## src/rtl/regfile_arb_pkg.sv

```systemverilog
// Shared types for the register-file write-port arbiter: FSM states,
// grant-source encodings and the MDU result queue entry.
package regfile_arb_pkg;

  // Default widths of the register file write port.
  localparam int RF_ADDR_W = 5;
  localparam int RF_DATA_W = 32;

  // Arbiter FSM: no pending MDU results, results pending, forced drain.
  typedef enum logic [1:0] {
    IDLE  = 2'd0,
    WAIT  = 2'd1,
    FORCE = 2'd2
  } arb_state_t;

  // Which source owns the write port in the current cycle.
  localparam logic [1:0] GNT_NONE = 2'd0;
  localparam logic [1:0] GNT_WB   = 2'd1;
  localparam logic [1:0] GNT_Q    = 2'd2;

  // One queued MDU result. valid drops when a younger WB write to the
  // same register makes the result stale.
  typedef struct packed {
    logic                 valid;
    logic [RF_ADDR_W-1:0] a3;
    logic [RF_DATA_W-1:0] wd;
  } q_entry_t;

endpackage

```

## src/rtl/regwr_queue.sv

```systemverilog
// Circular FIFO of MDU results. Every entry carries its own valid bit so
// a writeback to the same register can cancel it in place; cancelled
// entries still occupy a slot until they reach the head and are popped.
module regwr_queue
  import regfile_arb_pkg::*;
#(
  parameter int QDEPTH     = 2,
  parameter int ADDR_Nbits = RF_ADDR_W,
  parameter int CNT_W      = $clog2(QDEPTH) + 1
) (
  input  logic                  i_clk,
  input  logic                  i_rst,
  input  logic                  i_push,
  input  q_entry_t              i_pushEntry,
  input  logic                  i_pop,
  input  logic                  i_invEn,
  input  logic [ADDR_Nbits-1:0] i_invAddr,
  output q_entry_t              o_head,
  output logic [CNT_W-1:0]      o_count
);

  localparam int PTR_W = $clog2(QDEPTH);

  q_entry_t         r_mem [QDEPTH];
  logic [PTR_W-1:0] r_rdPtr;
  logic [PTR_W-1:0] r_wrPtr;
  logic [CNT_W-1:0] r_count;

  // Invalidate matching entries, then apply push/pop; a push lands after the
  // invalidate sweep so the fresh entry is never hit by the same-cycle match.
  always_ff @(posedge i_clk) begin
    if (i_rst) begin
      r_rdPtr <= '0;
      r_wrPtr <= '0;
      r_count <= '0;
      for (int i = 0; i < QDEPTH; i++) begin
        r_mem[i].valid <= 1'b0;
      end
    end else begin
      for (int i = 0; i < QDEPTH; i++) begin
        if (i_invEn && (r_mem[i].a3 == i_invAddr)) begin
          r_mem[i].valid <= 1'b0;
        end
      end
      if (i_push) begin
        r_mem[r_wrPtr] <= i_pushEntry;
        r_wrPtr        <= r_wrPtr + PTR_W'(1);
      end
      if (i_pop) begin
        r_rdPtr <= r_rdPtr + PTR_W'(1);
      end
      r_count <= r_count + CNT_W'(i_push) - CNT_W'(i_pop);
    end
  end

  assign o_head  = r_mem[r_rdPtr];
  assign o_count = r_count;

endmodule

```

## src/rtl/regfile_write_arbiter.sv

```systemverilog
// Shares the register file write port between the writeback stage and the
// MDU. Writeback passes straight through; MDU results wait in a small queue
// and drain into idle slots, with a forced pipeline stall if the head ages out.
module regfile_write_arbiter
  import regfile_arb_pkg::*;
#(
  parameter int ADDR_Nbits = RF_ADDR_W,
  parameter int DATA_W     = RF_DATA_W,
  parameter int QDEPTH     = 2,
  parameter int MAX_WAIT   = 4
) (
  input  logic                        RegWrArb_CLK,
  input  logic                        RegWrArb_RST,
  input  logic                        RegWrArb_WB_WE,
  input  logic [ADDR_Nbits-1:0]       RegWrArb_WB_A3,
  input  logic [DATA_W-1:0]           RegWrArb_WB_WD,
  input  logic                        RegWrArb_MD_VALID,
  input  logic [ADDR_Nbits-1:0]       RegWrArb_MD_A3,
  input  logic [DATA_W-1:0]           RegWrArb_MD_WD,
  output logic                        RegWrArb_MD_READY,
  output logic                        RegWrArb_STALL,
  output logic [ADDR_Nbits-1:0]       RegWrArb_A3,
  output logic [DATA_W-1:0]           RegWrArb_WD3,
  output logic                        RegWrArb_WE3,
  output logic [$clog2(QDEPTH):0]     RegWrArb_PEND
);

  localparam int CNT_W = $clog2(QDEPTH) + 1;
  localparam int AGE_W = $clog2(MAX_WAIT + 1);
  localparam logic [AGE_W-1:0] AGE_MAX = AGE_W'(MAX_WAIT);

  arb_state_t       r_state;
  logic [AGE_W-1:0] r_age;
  logic             r_stall;
  logic             r_mdReady;

  q_entry_t         w_head;
  q_entry_t         w_pushEntry;
  logic [CNT_W-1:0] w_count;
  logic [CNT_W-1:0] w_nextCount;
  logic [1:0]       w_gnt;
  logic             w_wbReq;
  logic             w_hasHead;
  logic             w_headValid;
  logic             w_headInval;
  logic             w_push;
  logic             w_pop;

  // A WB write to r0 is a no-op and a stalled pipeline cannot write back.
  assign w_wbReq     = RegWrArb_WB_WE && !r_stall && !RegWrArb_RST
                       && (RegWrArb_WB_A3 != '0);
  assign w_hasHead   = (w_count != '0);
  assign w_headValid = w_hasHead && w_head.valid;
  assign w_headInval = w_wbReq && w_headValid && (w_head.a3 == RegWrArb_WB_A3);
  // The MDU result is older than a same-cycle WB to the same register, so it
  // is dropped instead of enqueued; r0 results are dropped too.
  assign w_push      = RegWrArb_MD_VALID && r_mdReady && !RegWrArb_RST
                       && (RegWrArb_MD_A3 != '0)
                       && !(w_wbReq && (RegWrArb_MD_A3 == RegWrArb_WB_A3));
  assign w_pushEntry = '{valid: 1'b1, a3: RegWrArb_MD_A3, wd: RegWrArb_MD_WD};
  assign w_nextCount = w_count + CNT_W'(w_push) - CNT_W'(w_pop);

  regwr_queue #(
    .QDEPTH     (QDEPTH),
    .ADDR_Nbits (ADDR_Nbits),
    .CNT_W      (CNT_W)
  ) u_queue (
    .i_clk       (RegWrArb_CLK),
    .i_rst       (RegWrArb_RST),
    .i_push      (w_push),
    .i_pushEntry (w_pushEntry),
    .i_pop       (w_pop),
    .i_invEn     (w_wbReq),
    .i_invAddr   (RegWrArb_WB_A3),
    .o_head      (w_head),
    .o_count     (w_count)
  );

  // Pick the port owner and drive the register file; stale heads pop silently.
  always_comb begin
    w_gnt        = GNT_NONE;
    w_pop        = 1'b0;
    RegWrArb_WE3 = 1'b0;
    RegWrArb_A3  = '0;
    RegWrArb_WD3 = '0;
    if (!RegWrArb_RST) begin
      if (r_stall) begin
        w_gnt = w_hasHead ? GNT_Q : GNT_NONE;
      end else if (w_wbReq) begin
        w_gnt = GNT_WB;
      end else if (w_hasHead) begin
        w_gnt = GNT_Q;
      end
      w_pop = w_hasHead && (!w_head.valid || (w_gnt == GNT_Q));
      if (w_gnt == GNT_WB) begin
        RegWrArb_WE3 = 1'b1;
        RegWrArb_A3  = RegWrArb_WB_A3;
        RegWrArb_WD3 = RegWrArb_WB_WD;
      end else if ((w_gnt == GNT_Q) && w_headValid) begin
        RegWrArb_WE3 = 1'b1;
        RegWrArb_A3  = w_head.a3;
        RegWrArb_WD3 = w_head.wd;
      end
    end
  end

  // Count how long a valid head has been passed over, saturating at the limit.
  always_ff @(posedge RegWrArb_CLK) begin
    if (RegWrArb_RST || w_pop || w_headInval) begin
      r_age <= '0;
    end else if (w_headValid && (w_gnt != GNT_Q) && (r_age != AGE_MAX)) begin
      r_age <= r_age + AGE_W'(1);
    end
  end

  // Track queue state and raise STALL for the single forced-drain cycle; an
  // aged head that pops anyway this cycle does not force a stall.
  always_ff @(posedge RegWrArb_CLK) begin
    if (RegWrArb_RST) begin
      r_state <= IDLE;
      r_stall <= 1'b0;
    end else begin
      case (r_state)
        IDLE: begin
          if (w_push) begin
            r_state <= WAIT;
          end
        end
        WAIT: begin
          if ((r_age == AGE_MAX) && !w_pop) begin
            r_state <= FORCE;
            r_stall <= 1'b1;
          end else if (w_nextCount == '0) begin
            r_state <= IDLE;
          end
        end
        FORCE: begin
          r_stall <= 1'b0;
          r_state <= (w_nextCount == '0) ? IDLE : WAIT;
        end
        default: begin
          r_state <= IDLE;
          r_stall <= 1'b0;
        end
      endcase
    end
  end

  // Advertise room for next cycle's MDU result from the post-edge occupancy.
  always_ff @(posedge RegWrArb_CLK) begin
    if (RegWrArb_RST) begin
      r_mdReady <= 1'b0;
    end else begin
      r_mdReady <= (w_nextCount < CNT_W'(QDEPTH));
    end
  end

  assign RegWrArb_MD_READY = r_mdReady;
  assign RegWrArb_STALL    = r_stall;
  assign RegWrArb_PEND     = w_count;

endmodule

```

## config.mk

```make
export PLATFORM = sky130hd
export DESIGN_NAME = regfile_write_arbiter
export DESIGN_NICKNAME = d
export VERILOG_FILES = /design/src/rtl/regfile_arb_pkg.sv /design/src/rtl/regwr_queue.sv /design/src/rtl/regfile_write_arbiter.sv
export SDC_FILE = /design/constraint.sdc
export NUM_CORES = 1
export LEC_CHECK = 0
export ABC_AREA = 1
export CAP_MARGIN = 25
export CORE_MARGIN = 5
export CORE_UTILIZATION = 53
export DETAILED_ROUTE_END_ITERATION = 10
export PLACE_DENSITY = 0.89
export RECOVER_POWER = 25
export SKIP_LAST_GASP = 1
export SYNTH_ARGS = -nofsm -noshare
export SYNTH_HDL_FRONTEND = slang
export SYNTH_SLANG_ARGS = --single-unit
```

## constraint.sdc

```tcl
create_clock -name RegWrArb_CLK -period 5.3 [get_ports RegWrArb_CLK]
set_input_delay 1.06 -clock RegWrArb_CLK [delete_from_list [all_inputs] [get_ports RegWrArb_CLK]]
set_output_delay 1.06 -clock RegWrArb_CLK [all_outputs]
set_load 0.005 [all_outputs]
```

-- Word level (Yosys, flattened, before mapping)
Memory sizes are Yosys's and may differ from the RTL's. A register that Yosys moved wholly into a read port is not among the register bits.
Index checks and enable logic that the tools add are counted.
Widths: inputs -> output; s select.
- register bits after elaboration: 11
- bits in writable memories: 76
- output and inout bits: 42
- word-level logic and storage cells: 101
- memories: 1
- add/subtract/negate cells: 5
- order comparisons: 1
- eq/ne operators: 14
- muxes and demuxes: 37
- bitwise operators: 3
- reduce and logical (&&, ||, !) cells: 33
- memories (name ; depth ; width ; read ports ; clocked after memory_dff ; wr ports ; line ; source):
    u_queue.r_mem ; 2 ; 38 ; 3 ; 1 ; 3 ; regwr_queue.sv:24 ; q_entry_t r_mem [QDEPTH];
- operators by type and width (operator ; number):
    $mux 32 ; 3
    $mux 1 ; 21
    $eq 5x5->1 ; 4
    $logic_and 1x1->1 ; 18
    $mux 2 ; 8
    $mux 5 ; 3
    $reduce_bool 5->1 ; 2
    $ne 3x3->1 const B ; 2
    $pmux 2 s3 ; 1
    $logic_not 1->1 ; 5
    $eq 2x1->1 const B ; 2
    $eq 2x2->1 const B ; 2
    $logic_not 2->1 ; 2
    $ne 2x2->1 const B ; 2
    $reduce_and 2->1 ; 2
    $add 3x1->3 const B ; 1
    $eq 3x3->1 const B ; 1
    $logic_or 1x1->1 ; 3
    $add 1x1->1 const B ; 2
    $add 2x1->2 ; 1
    $lt 2x2->1 const B ; 1
    $ne 2x1->1 const B ; 1
    $or 1x1->1 ; 2
    $pmux 1 s2 ; 1
    3 further kinds ; 3

-- Depth between registers and ports, before layout
Gate-level depths: netlist (run 1).
- depth after elaboration: 16
- depth in mapped cells: 20
- depth with buffers taken out: 20

-- By module
From an unflattened synthesis (run 1), not the netlist that was laid out.
- cells, all modules: 442
- area total of the unflattened synthesis: 4586.9 um2
- by module, submodules not included (module ; times used ; cells an instance ; area an instance (um2) ; sequential area each (um2)):
    regwr_queue ; 1 ; 211 ; 3329.4 ; 2382.3
    regfile_write_arbiter ; 1 ; 231 ; 1257.5 ; 140.1

-- Worst setup path after synthesis (run 1)
No wires, ideal clock.
- path kind: input-to-reg
- start: input RegWrArb_WB_A3[0]
- end: memory u_queue.r_mem[0][0] (netlist bit) (enable)
- library setup time: 431 ps
- data arrival time: 3294 ps
- data required time: 4869 ps
- path slack: 1575 ps
- stages: 8
- buffers on the path: 1
- path through: buf_2 nor2_4 nand3_4 nand2_4 inv_4 nand3_2 nand2_4 nor2_1
- RTL lines (item ; line ; source):
    from (decl) ; regfile_write_arbiter.sv:15 ; input logic [ADDR_Nbits-1:0] RegWrArb_WB_A3,
    to (decl) ; regwr_queue.sv:24 ;

-- Worst setup path after layout (run 1)
- start: input RegWrArb_WB_A3[1]
- end: output RegWrArb_WD3[17]
- longest elaborated chain between the ends: 10
- elaborated cells between the ends (all ways): 11
- classes of those cells: eq/ne: 2; mux: 6; reduce/logical: 3
- RTL lines (item ; line ; source):
    $reduce_bool 5->1 * ; regfile_write_arbiter.sv:51 ; && (RegWrArb_WB_A3 != '0);
    $logic_and 1x1->1 * ; regfile_write_arbiter.sv:51 ;
    $mux 2 * ; regfile_write_arbiter.sv:89 ; end else if (w_wbReq) begin
    $mux 2 * ; regfile_write_arbiter.sv:87 ; if (r_stall) begin
    $mux 2 * ; regfile_write_arbiter.sv:86 ; if (!RegWrArb_RST) begin
    $eq 2x2->1 ; regfile_write_arbiter.sv:99 ; end else if ((w_gnt == GNT_Q) && w_headValid) begin
    $logic_and 1x1->1 ; regfile_write_arbiter.sv:99 ;
    $mux 32 ; regfile_write_arbiter.sv:99 ;
    $mux 32 * ; regfile_write_arbiter.sv:95 ; if (w_gnt == GNT_WB) begin
    $mux 32 * ; regfile_write_arbiter.sv:86 ;
    to (decl) ; regfile_write_arbiter.sv:23 ; output logic [DATA_W-1:0] RegWrArb_WD3,
Every way passes the cells marked *; elsewhere a longest branch is shown, timed or not. The select of a mux whose other input is x is not followed.

==> impl_results.md, run 1 <==
* Die width at approximately 100 microns
* Simple logic cell fraction of the synthesized area at 25.0%
* IO buf count at 119
* Total power at 1790 uW
* HP Start: u_queue.r_rdPtr
* Gr usage total at 20.9%
* DIE AREA at around 10000 sq um
* DRC at 0
* Hpwl dp at around 7500 microns
* Fin crit share at about four fifths
* Synth Area in Compound Gates at under 10%
* Cell taking the most area after synthesis: edfxtp_1
* Post-Synthesis Cells at approximately 470
* Synth Area in XOR/XNOR at around 3.5%
* Critical-path cell list: clkdlybuf4s50_1 > nor2_4 > nand3_4 > nand2_4 > nand2_4 > clkinv_4 > nand2_1 > a21oi_1 > clkdlybuf4s50_1
* Setup TNS at 0 ns
* CP required at roughly 4.2 ns
* R2R Setup Slk at around 2.3 ns
* FF+latch count, synth at 88
* Core area at a little over 8000 sq um
* Crit path DAT at about 3.2 ns
* Area Growth Syn to Fin at 30.9%
* TritonCTS clock tree: yes
* Hold Buf Count CTS at 0
* Post-synth cell types at 33
* Wire length per cell at between 15 and 20 microns
* CP Max Fanout at 36
* Largest net degree at the start of global routing at 47
* Crit-path slowest cell: clkdlybuf4s50_1
* Most frequent cells in the layout: nand2_1 (192), clkdlybuf4s50_1 (92), edfxtp_1 (74), dlygate4sd3_1 (26)
* GRT overflow at 0
* Slew Limit Fails at 0
* Status: complete, no violations
* Placement row count at 33
* Area contributors post-synth: edfxtp_1 (50%), nand2_1 (16%), dfxtp_1 (6.3%), a21oi_2 (3.9%), nand2_2 (2.9%)
* Syn_nets at between 500 and 600
* Worst slew pin tran at between 0.6 and 0.7 ns
* Vias at 3526
* Cell Count, Final, Fillers Out at approximately 690
* Synth warnings at 0
* CP bufs+invs at 3
* Peak Freq at 233 MHz
* Final Hold Viols at 0
* Hold_ws at roughly 0.48 ns
* Crit path largest cell delay at 0.60 ns
* Share of cells above drive strength 1 at between 10% and 20%
* Post-CTS Setup Inserts at 0
* First-pass GRT wire length at ~17000 microns
* Average size of a mapped cell at 9.47 sq um
* PwrDens at around 300 nW/um^2
* Final clock skew at 0.0143 ns
* CP top delay family: buffers and inverters
* Min-Delay Path Class: register to register
* Peak VDD IR at approximately 0.00019 V
* TritonCTS Sinks at between 80 and 90
* CTS buffer count at 9
* H-tree Lvls at 3
* Largest family of logic cells by synthesized area: simple AND/OR/NAND/NOR gates
* Initial antenna violation count at 1
* Synth Cell Area at between 4000 and 5000 sq um
* Detailed Route Iter0 Violations at about 180
* Worst reg2reg path depth at 19
* Vias per inst at 5.09
* I/O pin count at 120
* Initial Utilization at a little over half
* Yosys top cell area share at about 50%
* CTS-repair resized insts at 0
* Final ANT Viol Nets at 0
* Critical Path Source Type: input port
* Clock Tree Root: clkbuf_8
* Hold depth at 1
* CP endpoint kind: output pin
* Most common cell after layout, fill and taps aside: nand2_1
* Reg2reg end: r_state[0]
* Post-Synth Adder-Cell Area at ~1.1%
* Rel. slew slack at 54.8%
* Total Wirelength at about 10000 microns
* Initial DRT Pass Iterations at 4
* Number of global-route vias before repair at roughly 3700
* Die Ht at about 100 microns
* Clk Latency, worst-skew pair at approximately 0.35 ns
* Cells after DPL at just under 700
* Worst Setup Path Type: input port to output pin
* Clock buffer depth at 2
* Period minus WS final at 4.29 ns
* RSZ-0062 raised after global routing: no
* Placer Congestion at 0.865
* Post-synthesis mux area share at 0%
* CTS clock-pin slew for the worst setup and hold paths at 0.08 ns
* Nets at between 600 and 700
* Setup violators final at 0
* Max cap viols at 0
* Leak Pwr at around 0.0022 uW
* Sequential area share after synthesis at roughly 56%
==> synth_stat cells, drive strengths merged <==
| cell | number |
|---|---|
| xnor2 | 7 |
| edfxtp | 74 |
| nand4 | 3 |
| clkbuf | 5 |
| a21oi | 44 |
| buf | 19 |
| nand3b | 1 |
| nand3 | 10 |
| inv | 28 |
| a31oi | 1 |
| nor2 | 20 |
| ha | 4 |
| o21ai | 9 |
| nand2 | 216 |
| xor2 | 11 |
| dfxtp | 14 |
| clkinv | 1 |
| nor3 | 5 |
==> stage by stage <==
step                      utilization [%]  cell area (sq um)  worst slack, ns
after global routing                 71.2               5850            0.876
after CTS                            70.9               5830             1.01
final                                71.2               5850             1.01
after global placement               68.6               5630             1.11
after detailed placement             68.9               5660             1.01
after floorplan                         -               4470             1.57
==> per-layer routing <==
layer	part of all wire (%)	track usage [%]	wire, microns
met2	55	39.0	5760
met4	1.7	7.27	182
met3	4.6	3.89	483
met5	0	0	0
met1	38	23.8	4000
==> cell type report <==
cell class,instances,area (sq um)
clock inverters,5,33.8
multi-input cells,331,1680
inverters,29,116
clock buffers,11,131
fillers,622,2370
flip-flops and latches,88,2500
diodes,1,2.50
repair buffers,123,1250
well taps,105,131
==> cells by family (layout without fill, tap and decap cells) <==
| group | count (synthesis) | count (layout) |
|---|---|---|
| compound gates | 54 | 54 |
| xor+xnor | 18 | 18 |
| flops | 88 | 88 |
| simple gates | 255 | 255 |
| other cells | 0 | 1 |
| fa+ha+maj | 4 | 4 |
| buf+inv | 53 | 168 |
==> worst register-to-register path: cells and delay by family (launching register included) <==
family | cells | cell delay [ns]
fa+ha+maj | 2 | 0.44
flops | 1 | 0.30
compound gates | 2 | 0.16
buf+inv | 5 | 0.99
simple gates | 10 | 1.00
==> report_power, final <==
group          internal, uW  switching (uW)
sequential              803            22.1
clock                   169             225
combinational           214             354
==> state kept, by name (all words and copies together) (netlist names), named ones only <==
register	flops
u_queue.o_count	2
r_state	2
u_queue.r_mem	76
u_queue.r_wrPtr	1
r_age	3
RegWrArb_MD_READY	1
u_queue.r_rdPtr	1
RegWrArb_STALL	1
==> how the worst max path moves through the flow <==
stage / start / slack, ns / to / cells past startpoint
after detailed placement: RegWrArb_WB_A3[1] / 1.01 / RegWrArb_WD3[20] / 9
after CTS: RegWrArb_WB_A3[1] / 1.01 / RegWrArb_WD3[20] / 9
final: RegWrArb_WB_A3[1] / 1.01 / RegWrArb_WD3[17] / 9
after global routing: RegWrArb_WB_A3[1] / 0.88 / RegWrArb_WD3[17] / 9
after global placement: RegWrArb_WB_A3[1] / 1.11 / RegWrArb_WD3[31] / 9
after floorplan: RegWrArb_WB_A3[0] / 1.57 / u_queue.r_mem[0][0] / 8
Note: power is estimated with default switching activity, not from simulation.
==> run 2, diff against run 1 <==
CORE_UTILIZATION = 49   (was 53)
PLACE_DENSITY = 0.84   (was 0.89)
clock period = 4.41 ns   (was 5.3 ns; I/O delays follow)
==> impl_results.md, run 2 (synthesis gave the netlist of run 1 again) <==
* H-tree Lvls at 3
* Initial DRT Pass Iterations at 5
* I/O pin count at 120
* Total Wirelength at 10800 microns
* Clock buffer depth at 2
* Flip-flop count of the largest register after layout at 76
* Vias at 3540
* Crit path DAT at 3.12 ns
* Most frequent cells in the layout: nand2_1 (192), clkdlybuf4s50_1 (92), edfxtp_1 (74), dlygate4sd3_1 (26)
* CP required at ~3.5 ns
* Critical-path cell list: clkdlybuf4s50_1 > nor2_4 > nand3_4 > nand2_4 > nand2_4 > clkinv_4 > nand2_1 > a21oi_1 > clkdlybuf4s50_1
* Nets at around 670
* Rel. slew slack at between 50% and 60%
* Most flops, register: u_queue.r_mem
* Setup TNS at 0 ns
* Die Ht at ~110 microns
* CP Max Fanout at 36
* Peak VDD IR at approximately 0.00025 V
* RSZ-0062 raised after global routing: no
* Max cap viols at 0
* Vias per inst at about 5
* CTS buffer count at 9
* Placer Congestion at 0.857
* Slew Limit Fails at 0
* FF-to-FF Start: RegWrArb_STALL
* Clk Latency, worst-skew pair at 0.34 ns
* CTS clock-pin slew for the worst setup and hold paths at roughly 0.080 ns
* Biggest regs: u_queue.r_mem x76, r_age x3
* TritonCTS clock tree: yes
* DIE AREA at around 11000 sq um
* Peak Freq at between 200 and 250 MHz
* GRT overflow at 0
* Initial Utilization at roughly 50%
* Total power at between 2000 and 2500 uW
* Setup violators final at 0
* Worst reg2reg path depth at 19
* Crit path largest cell delay at around 0.6 ns
* Die width at roughly 110 microns
* Min-Delay Path Class: register to register
* Initial antenna violation count at 0
* DRC at 0
* Core area at between 8000 and 9000 sq um
* R2R Setup Slk at 1.66 ns
* Hpwl dp at 7670 microns
* CP endpoint kind: output pin
* Critical Path Source Type: input port
* Status: complete, no violations
* PwrDens at ~390 nW/um^2
* Fin crit share at between 90% and 100%
* Number of global-route vias before repair at between 3000 and 4000
* Wire length per cell at approximately 15 microns
* Ant. Diodes at 0
* Final Hold Viols at 0
* Clock Tree Root: clkbuf_8
* Hold Buf Count CTS at 0
* Period minus WS final at about 4 ns
* Final ANT Viol Nets at 0
* Worst slew pin tran at 0.664 ns
* CTS-repair resized insts at 0
* Post-CTS Setup Inserts at 0
* Detailed Route Iter0 Violations at between 150 and 200
* Worst Setup Path Type: input port to output pin
* Gr usage total at between 10% and 20%
* Placement row count at 34
* Crit-path slowest cell: clkdlybuf4s50_1
* TritonCTS Sinks at between 80 and 90
* Most common cell after layout, fill and taps aside: nand2_1
* Share of cells above drive strength 1 at roughly 14%
* Area Growth Syn to Fin at 31.8%
* Final clock skew at around 0.0074 ns
* Largest net degree at the start of global routing at 47
* IO buf count at ~120
* HP Start: u_queue.r_rdPtr
* Hold depth at 1
* Reg2reg end: r_state[0]
* First-pass GRT wire length at approximately 17000 microns
* Leak Pwr at approximately 0.0022 uW
==> run 2: worst max path at each step <==
stage	from	end	slack (ns)	depth (start not counted)
floorplan	RegWrArb_WB_A3[0]	u_queue.r_mem[0][0]	0.86	8
global placement	RegWrArb_WB_A3[2]	RegWrArb_WD3[0]	0.51	9
detailed placement	RegWrArb_WB_A3[2]	RegWrArb_WD3[0]	0.41	9
CTS	RegWrArb_WB_A3[2]	RegWrArb_WD3[0]	0.40	9
global route	RegWrArb_WB_A3[1]	RegWrArb_WD3[0]	0.30	9
finish	RegWrArb_WB_A3[2]	RegWrArb_WD3[0]	0.41	9
==> run 2: cell type report <==
type                            count  area [sq um]
Fill cell                         686          2920
Clock buffer                       11           131
Multi-Input combinational cell    331          1680
Clock inverter                      5          81.3
Tap cell                          108           135
Timing Repair Buffer              126          1240
Inverter                           29           116
Sequential cell                    88          2500
==> run 2: stage by stage <==
step / std cells / hold WS [ns] / instance area [sq um] / util (%) / setup WS [ns]
5_1_grt: 698 / 0.536 / 5890 / 66.9 / 0.300
2_1_floorplan: 472 / 0.442 / 4470 / - / 0.863
3_3_place_gp: 682 / 0.456 / 5670 / 64.4 / 0.509
4_1_cts: 698 / 0.496 / 5890 / 66.9 / 0.404
3_5_place_dp: 682 / 0.484 / 5670 / 64.4 / 0.409
6_report: 698 / 0.495 / 5890 / 66.9 / 0.407
==> run 2: power by group <==
group          switching [uW]  internal [uW]  leakage, uW
Combinational             428            259      0.00130
Sequential               27.1            966     0.000785
Clock                     271            319    0.0000997
==> run 2: critical path: cells and delay by family <==
kind / cells / cell delay [ns]
buf+inv: 3 / 1.41
simple gates: 5 / 0.61
compound gates: 1 / 0.17
==> run 2: layer usage <==
metal	global-route usage, %	vias to the layer above	share of wire, %
met2	37.2	109	55
met4	7.86	0	1.8
met5	0	-	0
met1	21.1	1660	38
li1	-	1755	-
met3	4.52	16	4.9
==> patch (config.mk and constraints of run 2) <==
The package constant `RF_DATA_W` goes from 32 to 48.
--- a/src/rtl/regfile_arb_pkg.sv
+++ b/src/rtl/regfile_arb_pkg.sv
@@ -6,3 +6,3 @@
   localparam int RF_ADDR_W = 5;
-  localparam int RF_DATA_W = 32;
+  localparam int RF_DATA_W = 48;
 
Ports: changed (resized RegWrArb_MD_WD, RegWrArb_WB_WD and RegWrArb_WD3); port bits go from 120 to 168. The function was not compared with the original's and may differ.
==> patch against run 2 <==
Via count is 32% higher. Sequential cell count is 32 higher. Setup slack better by 43 ps. Wire length is 33% higher. Synthesized area is 28% higher. Worst hold slack worse by 9.3 ps. Clock power is 120% higher. Critical path depth is 1 lower. Global-route usage is 0.87 points higher. Cell area is 36% higher. Clock skew hardly changed. Power is 47% higher. Critical path type unchanged.
==> patch: results (changes against run 2) <==
final cell count without fillers 920 (+32%); final wirelength 14.35 mm (+33%); antenna violations before repair 4 (+4); clock slew at reported path FFs 50 ps (-30 ps); Biggest register u_queue.r_mem; type of the worst min-delay path flip-flop to flip-flop; grt met2 use 36.92% (-0.33 points); Placed Cells 884 (+30%); M1 GR Usage 23.36% (+2.3 points); status completed; Top Registers u_queue.r_mem x108, r_age x3; CTS max path bufs 2 (unchanged); met3 usage 5.286% (+0.76 points); CTS-repair resized insts 0 (unchanged); critical path arrival 3080 ps (-40 ps); worst-path maximum fanout 55 (+53%); syn avg cell area 9.476 um2 (+0.11%); initial DRC count 325 (+95%); slowest stage delay, CP 660 ps (+60 ps); CTS buffer count 17 (+8); Tot GR Track Use 20.56% (+0.87 points); clk_lat worst skew 400 ps (+60 ps); share of layout cells above drive strength 1 7.891% (-5.7 points); # nets final 874 (+31%); vias in the first global route 4,864 (+32%); GP Congestion 0.8531 (-0.43%); Via Count 4,684 (+32%); Static Leak 2.987 nW (+37%); drt pass-1 iters 4 (-1); Synth top cells by count 288 x nand2_1, 106 x edfxtp_1, 61 x a21oi_1; synth unique cells 36 (+9.1%); sequential area share after synthesis 60.61% (+4.6 points); Ys Warns 0 (unchanged); first-pass GRT wire length 23.36 mm (+35%); Synth area leaders edfxtp_1 56%, nand2_1 19%, a21oi_1 5.3%, dfxtp_1 4.9%, buf_6 1.6%; largest net degree at the start of global routing 64 (+36%); async set or reset register ratio after synthesis 0% (unchanged); PortBufs 167 (+40%); Root Driver clkbuf_16; Setup Skew 7.673 ps (+0.2626 ps); Max-slew headroom 56.61% (+0.99 points); slowest CP cell clkdlybuf4s50_1; Post-synth EDFFs 106 (+43%); Post-synth top flop edfxtp_1; post-CTS setup buffers 0 (unchanged); post-synth top area share 55.70% (+6.0 points); synthesized netlist net count 717 (+29%); hpwl dp 9.584 mm (+25%); H-tree levels 4 (+1); Worst VDD drop 0.3973 mV (+60%)
-- patch: cell count changes after synthesis, sizes merged, moves of 2 or more --
| cell | change |
|---|---|
| o22ai | +2 |
| nor2 | -2 |
| edfxtp | +32 |
| nor3 | -2 |
| a21oi | +17 |
| buf | +4 |
| nand3 | -2 |
| or2 | +3 |
| inv | -7 |
| clkbuf | +5 |
| nand2 | +79 |
-- patch: worst paths after layout --
kind,startpoint,endpoint,slack (ps),depth (start not counted)
worst max-delay path,RegWrArb_WB_A3[4],RegWrArb_WD3[7],450,8
worst min-delay path,r_age[1],r_age[1],490,2
worst max register to register,flip-flop,r_state[0],1600,15
worst min register to register,r_age[1],r_age[1],490,2
-- patch: layout make-up --
type	instances	area, um2
inverters	23	98.84
fillers	819	3417
clock inverters	14	138.9
well taps	143	178.9
flip-flops and latches	120	3465
repair buffers	171	1722
multi-input cells	427	1959
clock buffers	18	429.2
diodes	4	10.01
-- patch: through the flow --
| step | area, um2 | util, % | hold slack [ps] | total power (W) | setup WS [ps] |
|---|---|---|---|---|---|
| 2_1_floorplan | 5714 | - | 441.2 | 0.001782 | 191.4 |
| 3_3_place_gp | 7423 | 65.01 | 454.7 | 0.002031 | 504.3 |
| 3_5_place_dp | 7423 | 65.01 | 466.2 | 0.002061 | 462.5 |
| 4_1_cts | 7991 | 69.99 | 489.8 | 0.003374 | 445.6 |
| 5_1_grt | 8001 | 70.07 | 510.3 | 0.003507 | 264.8 |
| 6_report | 8001 | 70.07 | 485.7 | 0.003342 | 450.1 |
-- patch: where the power goes --
| part | total (W) | internal (W) | switching [W] |
|---|---|---|---|
| clock network | 0.00131 | 0.000789 | 0.000521 |
| registers | 0.00136 | 0.00132 | 0.0000340 |
| logic | 0.000675 | 0.000275 | 0.000400 |
| total | 0.00334 | 0.00239 | 0.000955 |
-- patch: layer usage --
metal | wire, um | up-vias
li1 | - | 2311
met1 | 5643 | 2207
met2 | 7584 | 145
met3 | 870 | 21
met4 | 252 | 0
met5 | 0 | -
-- patch: cell families after synthesis --
family | synth area share, %
DFF | 60.61
AOI/OAI and AO/OA | 6.810
buffers and inverters | 5.321
and+or+nand+nor | 23.78
adders and majority gates | 0.8759
xor gates and xnor gates | 2.606
-- patch: worst max-delay path: cells and delay by family --
family	cells	cell delay (ps)
and+or+nand+nor	4	340
buffers and inverters	3	1620
AOI/OAI and AO/OA	1	210
